[src/rtl/display_arbiter.sv]
// Arbitrates the 4-digit seven-segment datapath between countdown, programming and done-alert sources.
// Optional macro DISP_ARB_TIMEOUT_EN adds an auto-clear of the alert after ALERT_TIMEOUT ticks.
//
// state  | meaning
// S_IDLE | nobody owns the display; dark, digits 0
// S_COUNT| countdown digits shown
// S_PROG | cook-time programming digits shown
// S_ALERT| alert pattern shown, blinking until ack (or timeout)
module display_arbiter #(
  parameter int HOLD_TICKS    = 50,
  parameter int BLINK_TICKS   = 25,
  parameter int ALERT_TIMEOUT = 6000
) (
  input  logic        clk,
  input  logic        reset_n,
  input  logic        tick,
  input  logic        count_req,
  input  logic [15:0] count_digits,
  input  logic        prog_req,
  input  logic [15:0] prog_digits,
  input  logic        alert_req,
  input  logic [15:0] alert_digits,
  input  logic        alert_ack,
  output logic [15:0] digits,
  output logic        blank,
  output logic [2:0]  grant,
  output logic        alert_timeout
);

  localparam int HOLD_W  = (HOLD_TICKS > 0) ? $clog2(HOLD_TICKS + 1) : 1;
  localparam int BLINK_W = (BLINK_TICKS > 1) ? $clog2(BLINK_TICKS + 1) : 1;

  typedef enum logic [1:0] {S_IDLE, S_COUNT, S_PROG, S_ALERT} state_t;

  state_t              state, state_nxt;
  logic [HOLD_W-1:0]   hold_cnt, hold_nxt;
  logic [BLINK_W-1:0]  blink_cnt, blink_nxt;
  logic [15:0]         digits_nxt;
  logic [2:0]          grant_nxt;
  logic                blank_nxt;
  logic                alert_req_q;
  logic                alert_pending;
  logic                alert_rise;
  logic                timeout_hit;
  logic                alert_entry;
  logic                hold_entry;

  assign alert_rise  = alert_req & ~alert_req_q;
  assign alert_entry = (state_nxt == S_ALERT) && (state != S_ALERT);
  assign hold_entry  = ((state_nxt == S_COUNT) || (state_nxt == S_PROG)) && (state_nxt != state);

`ifdef DISP_ARB_TIMEOUT_EN
  localparam int ALERT_W = $clog2(ALERT_TIMEOUT + 1);
  logic [ALERT_W-1:0] alert_cnt;
  logic               alert_timeout_q;

  // Ack in the same cycle as the timeout wins and suppresses the pulse.
  assign timeout_hit = (state == S_ALERT) && alert_pending && !alert_ack &&
                       (alert_cnt == ALERT_W'(ALERT_TIMEOUT));

  always_ff @(posedge clk or negedge reset_n) begin
    if (!reset_n) begin
      alert_cnt       <= '0;
      alert_timeout_q <= 1'b0;
    end else begin
      alert_timeout_q <= timeout_hit;
      if (alert_entry)
        alert_cnt <= '0;
      else if ((state == S_ALERT) && tick && (alert_cnt != ALERT_W'(ALERT_TIMEOUT)))
        alert_cnt <= alert_cnt + 1'b1;
    end
  end

  assign alert_timeout = alert_timeout_q;
`else
  assign timeout_hit   = 1'b0;
  assign alert_timeout = 1'b0;
`endif

  always_ff @(posedge clk or negedge reset_n) begin
    if (!reset_n) begin
      alert_req_q   <= 1'b0;
      alert_pending <= 1'b0;
    end else begin
      alert_req_q <= alert_req;
      if (alert_ack || timeout_hit)
        alert_pending <= 1'b0;
      else if (alert_rise)
        alert_pending <= 1'b1;
    end
  end

  always_ff @(posedge clk or negedge reset_n) begin
    if (!reset_n)
      state <= S_IDLE;
    else
      state <= state_nxt;
  end

  always_comb begin
    state_nxt = state;
    unique case (state)
      S_IDLE: begin
        if (alert_pending)  state_nxt = S_ALERT;
        else if (prog_req)  state_nxt = S_PROG;
        else if (count_req) state_nxt = S_COUNT;
      end
      S_COUNT: begin
        if (alert_pending)                       state_nxt = S_ALERT;
        else if (hold_cnt == '0 && prog_req)     state_nxt = S_PROG;
        else if (hold_cnt == '0 && !count_req)   state_nxt = S_IDLE;
      end
      S_PROG: begin
        // count_req never preempts programming
        if (alert_pending)                       state_nxt = S_ALERT;
        else if (hold_cnt == '0 && !prog_req)    state_nxt = count_req ? S_COUNT : S_IDLE;
      end
      S_ALERT: begin
        if (!alert_pending) begin
          if (prog_req)       state_nxt = S_PROG;
          else if (count_req) state_nxt = S_COUNT;
          else                state_nxt = S_IDLE;
        end
      end
      default: state_nxt = S_IDLE;
    endcase
  end

  always_comb begin
    hold_nxt  = hold_cnt;
    blink_nxt = blink_cnt;
    blank_nxt = blank;
    grant_nxt = 3'b000;

    // Digits follow the source owning the display this cycle, so they trail grant by one clock.
    unique case (state)
      S_COUNT: digits_nxt = count_digits;
      S_PROG:  digits_nxt = prog_digits;
      S_ALERT: digits_nxt = alert_digits;
      default: digits_nxt = 16'h0000;
    endcase

    if (hold_entry)
      hold_nxt = HOLD_W'(HOLD_TICKS);
    else if (tick && (hold_cnt != '0))
      hold_nxt = hold_cnt - 1'b1;

    if (alert_entry) begin
      blink_nxt = '0;
      blank_nxt = 1'b0;
    end else if ((state == S_ALERT) && tick) begin
      if (blink_cnt == BLINK_W'(BLINK_TICKS - 1)) begin
        blink_nxt = '0;
        blank_nxt = ~blank;
      end else begin
        blink_nxt = blink_cnt + 1'b1;
      end
    end

    unique case (state_nxt)
      S_IDLE: begin
        grant_nxt = 3'b000;
        blank_nxt = 1'b1;
      end
      S_COUNT: begin
        grant_nxt = 3'b001;
        blank_nxt = 1'b0;
      end
      S_PROG: begin
        grant_nxt = 3'b010;
        blank_nxt = 1'b0;
      end
      S_ALERT: grant_nxt = 3'b100;
      default: grant_nxt = 3'b000;
    endcase
  end

  always_ff @(posedge clk or negedge reset_n) begin
    if (!reset_n) begin
      hold_cnt  <= '0;
      blink_cnt <= '0;
      digits    <= 16'h0000;
      blank     <= 1'b1;
      grant     <= 3'b000;
    end else begin
      hold_cnt  <= hold_nxt;
      blink_cnt <= blink_nxt;
      digits    <= digits_nxt;
      blank     <= blank_nxt;
      grant     <= grant_nxt;
    end
  end

endmodule

[config.mk]
export PLATFORM = sky130hd
export DESIGN_NAME = display_arbiter
export DESIGN_NICKNAME = d
export VERILOG_FILES = /design/src/rtl/display_arbiter.sv
export SDC_FILE = /design/constraint.sdc
export NUM_CORES = 1
export LEC_CHECK = 0
export CAP_MARGIN = 30
export CELL_PAD_IN_SITES_DETAIL_PLACEMENT = 1
export CELL_PAD_IN_SITES_GLOBAL_PLACEMENT = 1
export CORE_MARGIN = 8
export CORE_UTILIZATION = 35
export CTS_CLUSTER_SIZE = 25
export DETAILED_ROUTE_END_ITERATION = 8
export PLACE_DENSITY = 0.84
export SYNTH_ARGS = -nofsm -noshare
export SYNTH_HDL_FRONTEND = slang
export SYNTH_SLANG_ARGS = --single-unit
[constraint.sdc]
create_clock -name clk -period 5.79 [get_ports clk]
set_clock_uncertainty 0.1 [all_clocks]
set_input_delay 1.158 -clock clk [delete_from_list [all_inputs] [get_ports clk]]
set_output_delay 1.158 -clock clk [all_outputs]
set_load 0.01 [all_outputs]
Yosys cells after proc, flatten, opt, wreduce, memory -nomap -nowiden

Index checks and enable logic that the tools add are counted.

Flip-flop bits (word level): 35
Input port bits: 55
Output and inout port bits: 21
Word-level logic and storage cells: 68

Add/sub/neg operators: 2
Eq/ne operators: 9
Multiplexer cells: 25
Bitwise operators: 3
Reductions and logical operators: 21

Operators with widths:

| operator                                                            | number |
|---|---|
| 16-bit one-hot mux with 3 select lines                              | 1 |
| 2-bit 2-to-1 mux                                                    | 10 |
| 5-bit 2-to-1 mux                                                    | 3 |
| 6-bit 2-to-1 mux                                                    | 2 |
| 3-bit one-hot mux with 4 select lines                               | 1 |
| 2-bit == test (second input constant)                               | 4 |
| 2-bit one-hot mux with 4 select lines                               | 1 |
| 4-bit nonzero test                                                  | 2 |
| 1-bit logical AND                                                   | 7 |
| 6-bit zero test                                                     | 1 |
| 1-bit 2-to-1 mux                                                    | 6 |
| 2-bit nonzero test                                                  | 3 |
| 6-bit nonzero test                                                  | 1 |
| 6-bit by 1-bit subtractor with 6-bit output (second input constant) | 1 |
| 5-bit by 1-bit adder with 5-bit output (second input constant)      | 1 |
| 5-bit == test (second input constant)                               | 1 |
| 2-bit by 1-bit == test with 1-bit output (second input constant)    | 2 |
| 2-bit zero test                                                     | 2 |
| 1-bit zero test                                                     | 2 |
| 2-bit != test                                                       | 1 |
| 2-bit != test (second input constant)                               | 1 |
| 1-bit NOT                                                           | 2 |
| 1-bit one-hot mux with 2 select lines                               | 1 |
| 2-bit AND reduction                                                 | 1 |
| other kinds (3)                                                     | 3 |

Depth between registers and ports, before layout

Gate-level depths: netlist (run 1).

Depth after elaboration: 10
Depth in mapped cells: 12
Mapped depth without buffers: 11

Least setup slack after synthesis (run 1)

No wires, ideal clock.

Path type: reg2reg
Start: register hold_cnt[0]
End: register blank
Arrival time: 2.361 ns
Data required time: 5.608 ns
Setup slack: 3.247 ns
Cell stages (with the launch flop): 12
Buffers on the path: 1
Cells stage by stage: dfrtp_1 inv_1 ha_1 or4b_1 buf_6 nor2_8 o21ai_1 a2bb2oi_1 ha_1 nand2_1 o2111ai_1 mux2_2

Word-level cells in the longest chain between the ends: 10
Elaborated cells on any way between the ends: 21

RTL lines:

| item                                                                                   | line          | text |
|---|---|---|
| start, declared                                                                        | 36            | `logic [HOLD_W-1:0] hold_cnt, hold_nxt;` |
| start signal, assigned                                                                 | 186           | `hold_cnt <= hold_nxt;` |
| 6-bit zero test (*)                                                                    | 110, 111, 116 |  |
| 1-bit logical AND                                                                      | 111           | `else if (hold_cnt == '0 && !count_req) state_nxt = S_IDLE;` |
| 2-bit 2-to-1 mux                                                                       | 111           |  |
| 2-bit 2-to-1 mux                                                                       | 110           | `else if (hold_cnt == '0 && prog_req) state_nxt = S_PROG;` |
| 2-bit 2-to-1 mux                                                                       | 109           | `if (alert_pending) state_nxt = S_ALERT;` |
| 2-bit one-hot mux with 4 select lines (*)                                              | 102           | `unique case (state)` |
| via state_nxt[1]                                                                       | 35            | `state_t state, state_nxt;` |
| 2-bit by 1-bit == test with 1-bit output, or another cell as far along                 | 160           | `unique case (state_nxt)` |
| 2-bit OR reduction (no line) or 1-bit logical AND (tied branches)                      | --            |  |
| 4-bit nonzero test (no line) or 1-bit 2-to-1 mux (tied branches)                       | --            |  |
| 2-bit AND reduction (no line) or 1-bit one-hot mux with 2 select lines (tied branches) | --            |  |
| end signal, assigned                                                                   | 189           | `blank <= blank_nxt;` |
| end, declared                                                                          | 25            | `output logic blank,` |

The timed path passes the listed nets; every way through them passes the cells marked *.
A chain may end at the register's enable or synchronous reset.

Final worst setup path (run 1)

Start: input port prog_req
End: register blank

Word-level cells in the longest chain between the ends: 9
Elaborated cells on any way between the ends: 23

RTL lines:

| item                                                                                   | line | text |
|---|---|---|
| start, declared                                                                        | 19   | `input logic prog_req,` |
| 1-bit zero test                                                                        | 116  | `else if (hold_cnt == '0 && !prog_req) state_nxt = count_req ? S_COUNT : S_IDLE;` |
| 1-bit logical AND                                                                      | 116  |  |
| 2-bit 2-to-1 mux                                                                       | 116  |  |
| 2-bit 2-to-1 mux                                                                       | 115  | `if (alert_pending) state_nxt = S_ALERT;` |
| 2-bit one-hot mux with 4 select lines (*)                                              | 102  |  |
| via state_nxt[1]                                                                       | 35   |  |
| 2-bit by 1-bit == test with 1-bit output, or another cell as far along                 | 160  |  |
| 2-bit OR reduction (no line) or 1-bit logical AND (tied branches)                      | --   |  |
| 4-bit nonzero test (no line) or 1-bit 2-to-1 mux (tied branches)                       | --   |  |
| 2-bit AND reduction (no line) or 1-bit one-hot mux with 2 select lines (tied branches) | --   |  |

Marks and branches as above.

==> results of run 1 <==
metrics by stage:
stage,setup WS (ns),util (%),total power [W]
3_3_place_gp,2.61,49.9,0.000758
3_5_place_dp,2.54,50.0,0.000778
5_1_grt,2.61,52.2,0.00106
6_report,2.79,52.2,0.000994
2_1_floorplan,3.25,-,0.000591
4_1_cts,2.80,52.2,0.00101
synth_stat cells, drive strengths merged:
library cell / number / area [sq um]
a21boi: 2 / 15.0
a21o: 3 / 22.5
a21oi: 5 / 25.0
a22o: 17 / 149
a2bb2oi: 2 / 23.8
and2: 2 / 12.5
and3: 1 / 6.26
buf: 5 / 32.5
clkbuf: 6 / 22.5
conb: 1 / 3.75
dfrtp: 34 / 851
dfstp: 1 / 26.3
ha: 9 / 113
inv: 8 / 30.0
mux2: 17 / 191
nand2: 9 / 33.8
nand2b: 1 / 6.26
nand3: 6 / 30.0
nand3b: 1 / 11.3
nand4b: 1 / 8.76
nor2: 8 / 48.8
nor2b: 3 / 18.8
nor3: 3 / 15.0
nor3b: 1 / 7.51
nor4b: 3 / 26.3
o2111a: 1 / 12.5
o2111ai: 2 / 17.5
o211ai: 1 / 7.51
o21ai: 10 / 65.1
o22ai: 1 / 6.26
o2bb2ai: 3 / 26.3
o31ai: 1 / 7.51
or4b: 1 / 10.0
xnor2: 2 / 17.5
xor2: 2 / 17.5
layer usage:
metal | up-vias | track usage (%)
met5 | - | 0
met4 | 0 | 5.96
met3 | 6 | 4.49
met2 | 52 | 24.2
met1 | 798 | 15.3
li1 | 767 | -
how the worst max path moves through the flow:
stage | to | slack (ns) | depth (start not counted)
floorplan | blank$_DFFE_PN1P_ | 3.25 | 11
global placement | blank$_DFFE_PN1P_ | 2.61 | 7
detailed placement | blank$_DFFE_PN1P_ | 2.54 | 7
CTS | blank$_DFFE_PN1P_ | 2.80 | 7
global route | blank$_DFFE_PN1P_ | 2.61 | 7
finish | blank$_DFFE_PN1P_ | 2.79 | 7
logic make-up (layout without fill, tap and decap cells):
| kind of cell | Yosys count | count (layout) | share of synthesized area (%) |
|---|---|---|---|
| simple gates | 40 | 40 | 12.3 |
| other cells | 1 | 1 | 0.196 |
| fa+ha+maj | 9 | 9 | 5.87 |
| mux | 17 | 17 | 9.98 |
| compound gates | 48 | 48 | 19.7 |
| xor+xnor | 4 | 4 | 1.83 |
| buf+inv | 19 | 92 | 4.44 |
| flops | 35 | 35 | 45.7 |
power by group:
group / total (W) / leakage [nW] / switching, W / internal (W)
clock: 0.000226 / 0.0612 / 0.0000870 / 0.000139
sequential: 0.000368 / 0.429 / 0.0000543 / 0.000314
combinational: 0.000400 / 0.705 / 0.000181 / 0.000219
placed cells by master (no fill, tap or decap), types with 2 or more instances in the layout:
cell type,n
dfrtp_1,34
o21ai_0,7
a22o_1,17
and2_1,2
mux2_2,17
nor4b_1,3
o2111ai_1,2
nor2_1,6
a21oi_1,5
nor3_1,3
a21o_1,3
o2bb2ai_1,3
clkdlybuf4s50_1,73
a21boi_0,2
xor2_1,2
nand2_1,9
nand3_1,6
nor2b_1,3
xnor2_1,2
ha_1,9
buf_4,2
inv_1,8
clkbuf_8,6
flip-flops by register name, summed over array words and instances (netlist names):
name,count
digits,16
alert_req_q,1
blink_cnt,5
hold_cnt,6
grant,3
alert_pending,1
blank,1
state,2
worst max-delay path: stages:
cell and delay (ns):
clkdlybuf4s50_1 0.61, nand2b_1 0.17, a2bb2oi_1 0.32, ha_1 0.27
nand2_1 0.09, o2111ai_1 0.12, mux2_2 0.36
final cells by class:
| class | instances | area [sq um] |
|---|---|---|
| clock inverters | 2 | 35.0 |
| well taps | 72 | 90.1 |
| flip-flops and latches | 35 | 877 |
| fillers | 590 | 2580 |
| inverters | 8 | 30.0 |
| clock buffers | 6 | 82.6 |
| multi-input cells | 119 | 956 |
| repair buffers | 76 | 751 |
==> flow_summary.yaml, run 1 <==
run_status:
  status: "completed"
sta:
  maxSlewViolCount: 0
  setup-tns-final_ns: 0
  fin_crit_sh_pct: 51.9
  worst_slew_pin_slew_ns: 0.874
  whs_ns: 0.417
  finalCriticalPeriod_ns: 3.00
  rsz0062_at_grt: "false"
  setup_violations: 0
  relSlewSlack_pct: 41.8
  fmax_ghz: 0.333
  hold_viol_final: 0
synth:
  synth_area_sq_mm: 0.00192
  yosysUniqueCellTypes: 44
  yosysSeqAreaShare_pct: 45.7
  syn_nets: 237
  ys_warn_count: 0
  syn_inst: 173
  synth-seq-cells: 35
  avgSynthCellArea_sq_um: 11.1
power_and_ir_drop:
  cellPowerDensity_mw_per_mm2: 352
  p_leak_nw: 1.20
  ir_drop_uv: 192
critical_path:
  r2r-start: "hold_cnt[0]$_DFFE_PN0P_"
  cp.arrival_ns: 3.11
  crit_path_start: "prog_req"
  cp-start-kind: "primary input"
  criticalPathCategory: "in -> reg"
  endpoint_kind: "flip-flop"
  r2r_setup_slack_ns: 2.84
  critical_path.max_fanout: 8
  rr_worst_depth: 10
  cp_data_required_time_ns: 5.90
  r2r-end: "blank$_DFFE_PN1P_"
layout:
  nets: 309
  fin_area_sq_mm: 0.00282
  finalNonFillerCells: 318
  synthToLayoutAreaGrowth_pct: 47.1
  drive_gt1_share_pct: 14.6
  n_antenna_cell: 0
clocking:
  cts-root-buf: "clkbuf_8"
  numCtsBuffers: 5
  cts_tree: "yes"
  ctsHtreeMaxLevel: 2
  clk_latency_ns: 0.28
  clk_pin_slew_worst_paths_ns: 0.07
  postCtsSetupRepairBufs: 0
  hold_buffers: 0
  clockBufferDepth: 2
  cts.sinks: 35
  cts_resized: 0
detailed_routing:
  via_per_inst: 5.10
  finalWirelength_mm: 5.38
  vias: 1623
  ant_nets: 0
  dr_wl_met2_mm: 2.69
  drt_iter0_markers: 20
  highest_layer: "met4"
  routedWlPerCell_um: 16.9
  drc_errors: 0
  dr.pass1.iters: 4
  wl_met3_um: 381
  drt-met1-wl_mm: 2.22
hold_path:
  min_to: "hold_cnt[5]$_DFFE_PN0P_"
  worstHoldPathCells: 2
  hold_class: "reg -> reg"
  hold_start: "hold_cnt[5]$_DFFE_PN0P_"
placement:
  dp_cells: 310
  dpl.hpwl_mm: 4.15
  routabilityCongestion: 0.767
  place_area_sq_mm: 0.00270
  port_buffers: 74
floorplanning:
  die_area_sq_mm: 0.00811
  ios: 76
  die_w_um: 90.0
  rows: 27
  fp.dieH_um: 90.0
  start_util_pct: 35.5
  core_sq_mm: 0.00541
grt:
  grt_pass1_wl_mm: 9.24
  overflow: 0
  grt_use_total_pct: 14.0
  antenna_found_initial: 0
  grt_pass1_vias: 1888
  grt_max_degree: 36
flow_run:
  cap_violations: 0
Power figures use the tool's default switching activity.
==> run 2: changes to the inputs <==
CORE_UTILIZATION = 33   (was 35)
PLACE_DENSITY = 0.8   (was 0.84)
clock period = 3 ns   (was 5.79 ns; I/O delays follow)
==> run 2 against run 1 <==
Effect of this change:
- first-iteration DRC count rose by 70%
- global-route usage fell by 0.21 points
- critical path depth rose by 3
- count of clock-buffer cells in the layout fell by 1
- cell area rose by 0.75%
- worst hold slack got worse by 0.0015 ns
- clock power rose by 91%
- sequential power rose by 95%
- core utilization fell by 1.2 points
- critical endpoint unchanged
- largest cell class unchanged
==> flow_summary.yaml, run 2 (synthesized netlist as in run 1, its figures left out) <==
detailed_routing:
  finalWirelength_mm: 5.90
  ant_nets: 0
  drc_errors: 0
  routedWlPerCell_um: 18.4
  dr.pass1.iters: 4
  vias: 1617
  via_per_inst: 5.05
  drt_iter0_markers: 34
grt:
  grt_pass1_wl_mm: 9.20
  grt_use_total_pct: 13.7
  grt_max_degree: 36
  antenna_found_initial: 0
  overflow: 0
  grt_pass1_vias: 1799
critical_path:
  cp-start-kind: "flip-flop"
  critical_path.max_fanout: 7
  r2r-start: "hold_cnt[0]$_DFFE_PN0P_"
  crit_path_start: "hold_cnt[0]$_DFFE_PN0P_"
  endpoint_kind: "flip-flop"
  rr_worst_depth: 10
  r2r-end: "blank$_DFFE_PN1P_"
  criticalPathCategory: "reg -> reg"
  r2r_setup_slack_ns: 0.17
  cp.arrival_ns: 2.96
  cp_data_required_time_ns: 3.12
layout:
  layout_commonest_cell: "clkdlybuf4s50_1"
  nets: 311
  synthToLayoutAreaGrowth_pct: 48.2
  reg_top3: "digits: 16 flops, hold_cnt: 6 flops, blink_cnt: 5 flops"
  regMostFlops: "digits"
  n_antenna_cell: 0
  final_cell_mix: "clkdlybuf4s50_1 (74), dfrtp_1 (34), mux2_2 (17), a22o_1 (17)"
  fin_area_sq_mm: 0.00284
  drive_gt1_share_pct: 15.3
  largest_register_ffs: 16
power_and_ir_drop:
  cellPowerDensity_mw_per_mm2: 682
  ir_drop_uv: 242
  p_leak_nw: 1.20
sta:
  fmax_ghz: 0.353
  setup-tns-final_ns: 0
  relSlewSlack_pct: 60.8
  finalCriticalPeriod_ns: 2.83
  hold_viol_final: 0
  rsz0062_at_grt: "false"
  maxSlewViolCount: 0
  worst_slew_pin_slew_ns: 0.586
  fin_crit_sh_pct: 94.4
  setup_violations: 0
floorplanning:
  fp.dieH_um: 92.2
  start_util_pct: 34.4
  die_area_sq_mm: 0.00851
  die_w_um: 92.2
  rows: 27
  core_sq_mm: 0.00557
  ios: 76
placement:
  place_area_sq_mm: 0.00272
  port_buffers: 74
  routabilityCongestion: 0.807
  dpl.hpwl_mm: 4.52
hold_path:
  min_to: "blink_cnt[4]$_DFFE_PN0P_"
  hold_start: "blink_cnt[4]$_DFFE_PN0P_"
  hold_class: "reg -> reg"
  worstHoldPathCells: 1
clocking:
  cts-root-buf: "clkbuf_8"
  clockBufferDepth: 2
  numCtsBuffers: 5
  cts.sinks: 35
  clk_pin_slew_worst_paths_ns: 0.07
  postCtsSetupRepairBufs: 0
  cts_tree: "yes"
  clk_latency_ns: 0.29
  ctsHtreeMaxLevel: 2
run_status:
  status: "completed"
flow_run:
  cap_violations: 0
-- run 2: per-stage QoR --
step / total power [W] / std cells / setup slack, ns / hold WS, ns / util (%)
5_1_grt: 0.00206 / 320 / 0.00793 / 0.461 / 51.0
2_1_floorplan: 0.00114 / 173 / 0.457 / 0.204 / -
3_5_place_dp: 0.00152 / 312 / 0.114 / 0.403 / 48.9
6_report: 0.00194 / 320 / 0.167 / 0.416 / 51.0
3_3_place_gp: 0.00149 / 312 / 0.197 / 0.397 / 48.9
4_1_cts: 0.00197 / 320 / 0.0602 / 0.419 / 50.9
-- run 2: layer usage --
layer,global-route usage (%),wire (um)
met4,6.17,115
met3,3.67,283
met5,0,0
met1,13.9,2230
met2,25.7,3270
-- run 2: report_power, final --
part / leakage (nW) / switching [W] / internal [W] / total [W]
Clock: 0.0581 / 0.000184 / 0.000247 / 0.000432
Sequential: 0.429 / 0.000112 / 0.000605 / 0.000717
Combinational: 0.716 / 0.000360 / 0.000430 / 0.000790
-- run 2: final cells by class --
class | instances | area [sq um]
clock inverters | 3 | 43.8
repair buffers | 78 | 771
well taps | 72 | 90.1
inverters | 8 | 30.0
clock buffers | 5 | 68.8
flip-flops and latches | 35 | 877
multi-input cells | 119 | 962
fillers | 611 | 2730
-- run 2: critical path, stage by stage (launching register included) --
cell	delay (ns)
dfrtp_1	0.38
inv_1	0.11
ha_1	0.15
or4b_1	0.65
nor2_8	0.18
o21ai_1	0.12
a2bb2oi_2	0.28
ha_1	0.23
nand2_1	0.07
o2111ai_1	0.11
mux2_2	0.36
-- run 2: worst max path at each step --
stage / end / slack, ns / cells after the start
2_1_floorplan: blank$_DFFE_PN1P_ / 0.46 / 11
3_3_place_gp: blank$_DFFE_PN1P_ / 0.20 / 10
3_5_place_dp: blank$_DFFE_PN1P_ / 0.11 / 10
4_1_cts: blank$_DFFE_PN1P_ / 0.06 / 10
5_1_grt: blank$_DFFE_PN1P_ / 0.008 / 10
6_report: blank$_DFFE_PN1P_ / 0.17 / 10
-- run 2: what timing repair did --
action                                  CTS  global route
endpoints found under the setup margin    0             8
hold buffers                              0             0
resized for setup                         0             1
==> variant, RTL diff (config.mk and constraints of run 2) <==
Compare `blink_cnt` against `BLINK_W'(BLINK_TICKS - 1)` with >= in place of ==.
--- a/src/rtl/display_arbiter.sv
+++ b/src/rtl/display_arbiter.sv
@@ -150,5 +150,5 @@
       blank_nxt = 1'b0;
     end else if ((state == S_ALERT) && tick) begin
-      if (blink_cnt == BLINK_W'(BLINK_TICKS - 1)) begin
+      if (blink_cnt >= BLINK_W'(BLINK_TICKS - 1)) begin
         blink_nxt = '0;
         blank_nxt = ~blank;
Formal check against the unedited RTL: no difference found for any inputs over 10 cycles, from zero or initial values and one cycle with reset_n low; that may be too few to reach the edited logic, so the function may still have changed.
==> variant against run 2 <==
Hold slack worse by 120 ps; wire length is 0.66% lower; sequential cell count stayed put; non-clock buffer count is 8 higher; cell area is 1.6% higher; worst setup slack worse by 140 ps; combinational power is 14% higher; synthesized area is 4.4% lower; via count is 1.6% higher; power is 5.6% higher; core utilization is 2.1 points higher; clock power is 2% higher; critical endpoint unchanged; largest power group unchanged.
==> variant: results (changes against run 2) <==
- Run status: finished, final reports clean
- Synth cell types: 40 (-9.1%)
- Worst VDD drop: 0.000306 V (+27%)
- Post-synthesis sequential area ratio: 0.478 (+0.0212)
- Overall Global Routing Usage: 0.141 (+0.00330)
- Synth Warn #: 0 (unchanged)
- Post-synth top cells: 34 x dfrtp_1, 24 x nand2_1, 19 x o21ai_1
- Fraction of area in registers: 0.304 (-0.00494)
- Clock buffer cells: 6 (+1)
- Slew margin rel.: 0.469 (-0.140)
- Min cycle time layout: 2970 ps (+136 ps)
- Non-clock inverter count: 7 (-1)
- Routed WL: 5.86 mm (-0.66%)
- Fraction of area in multi-input gates: 0.330 (-0.00889)
- Largest stage delay on the critical path: 550 ps (-100 ps)
- Sequential share of power: 0.346 (-0.024)
- WHS: 296 ps (-120 ps)
- FILL cells: 593 (-2.9%)
- Reg-to-reg slack, setup: 30 ps (-140 ps)
- FF+latch count: 35 (unchanged)
- Fin util: 0.531 (+0.0212)
- Comb power frac: 0.439 (+0.031)
- Max FO, Critical Path: 3 (-4)
- Multi-input logic area: 952 sq um (-1.0%)
- Lkg Pwr: 1.28 nW (+6.5%)
- First-pass GRT wire length: 9.27 mm (+0.67%)
- Detail Placement HPWL: 4.51 mm (-0.26%)
- Fin cells: 332 (+3.8%)
- Worst min path class: in2async
- Clock buf/inv share: 0.0407 (+0.00110)
- Placed Cells: 318 (+1.9%)
- Sw Share: 0.341 (+0.00203)
- Synthesized Nets: 240 (+1.3%)
- Reg2reg path depth: 11 (+1)
- Signal buffers: 86 (+10%)
- Area Growth Syn to Fin: 57.6%
- Vias in the first global route: 1914 (+6.4%)
- Layout cells sized above 1: 0.158 (+0.00447)
- Top post-synthesis cells by area: dfrtp_1 46%, mux2i_1 9.3%, ha_1 5.5%, o21ai_1 5.2%, nand2_1 4.9%
variant: cell count changes in the layout (fill, tap and decap cells not counted), sizes merged, moves of 4 or more:
cell,before,now
mux2i,0,17
o21ai,10,21
nand2b,1,5
a22o,17,2
mux2,17,1
buf,4,13
nand2,9,24
nor2,8,4
variant: worst max-delay path: cells and delay by family (launching register included):
family                     cells  cell delay, ps
and+or+nand+nor                3            1140
adders and majority gates      2             300
DFF                            1             410
buffers and inverters          2             250
AOI/OAI and AO/OA              4             670
variant: cell families after synthesis:
family                     Yosys count  synth area share
AOI/OAI and AO/OA                   47             0.177
adders and majority gates            8            0.0546
DFF                                 35             0.479
other                                1           0.00205
muxes                               18            0.0990
buffers and inverters               18            0.0437
and+or+nand+nor                     46             0.126
xor gates and xnor gates             4            0.0191
variant: per-layer routing:
metal / track usage / part of all wire / vias up
met4: 0.0527 / 0.017 / 0
met1: 0.149 / 0.39 / 794
li1: - / - / 775
met3: 0.0815 / 0.11 / 7
met2: 0.226 / 0.48 / 67
met5: 0 / 0 / -
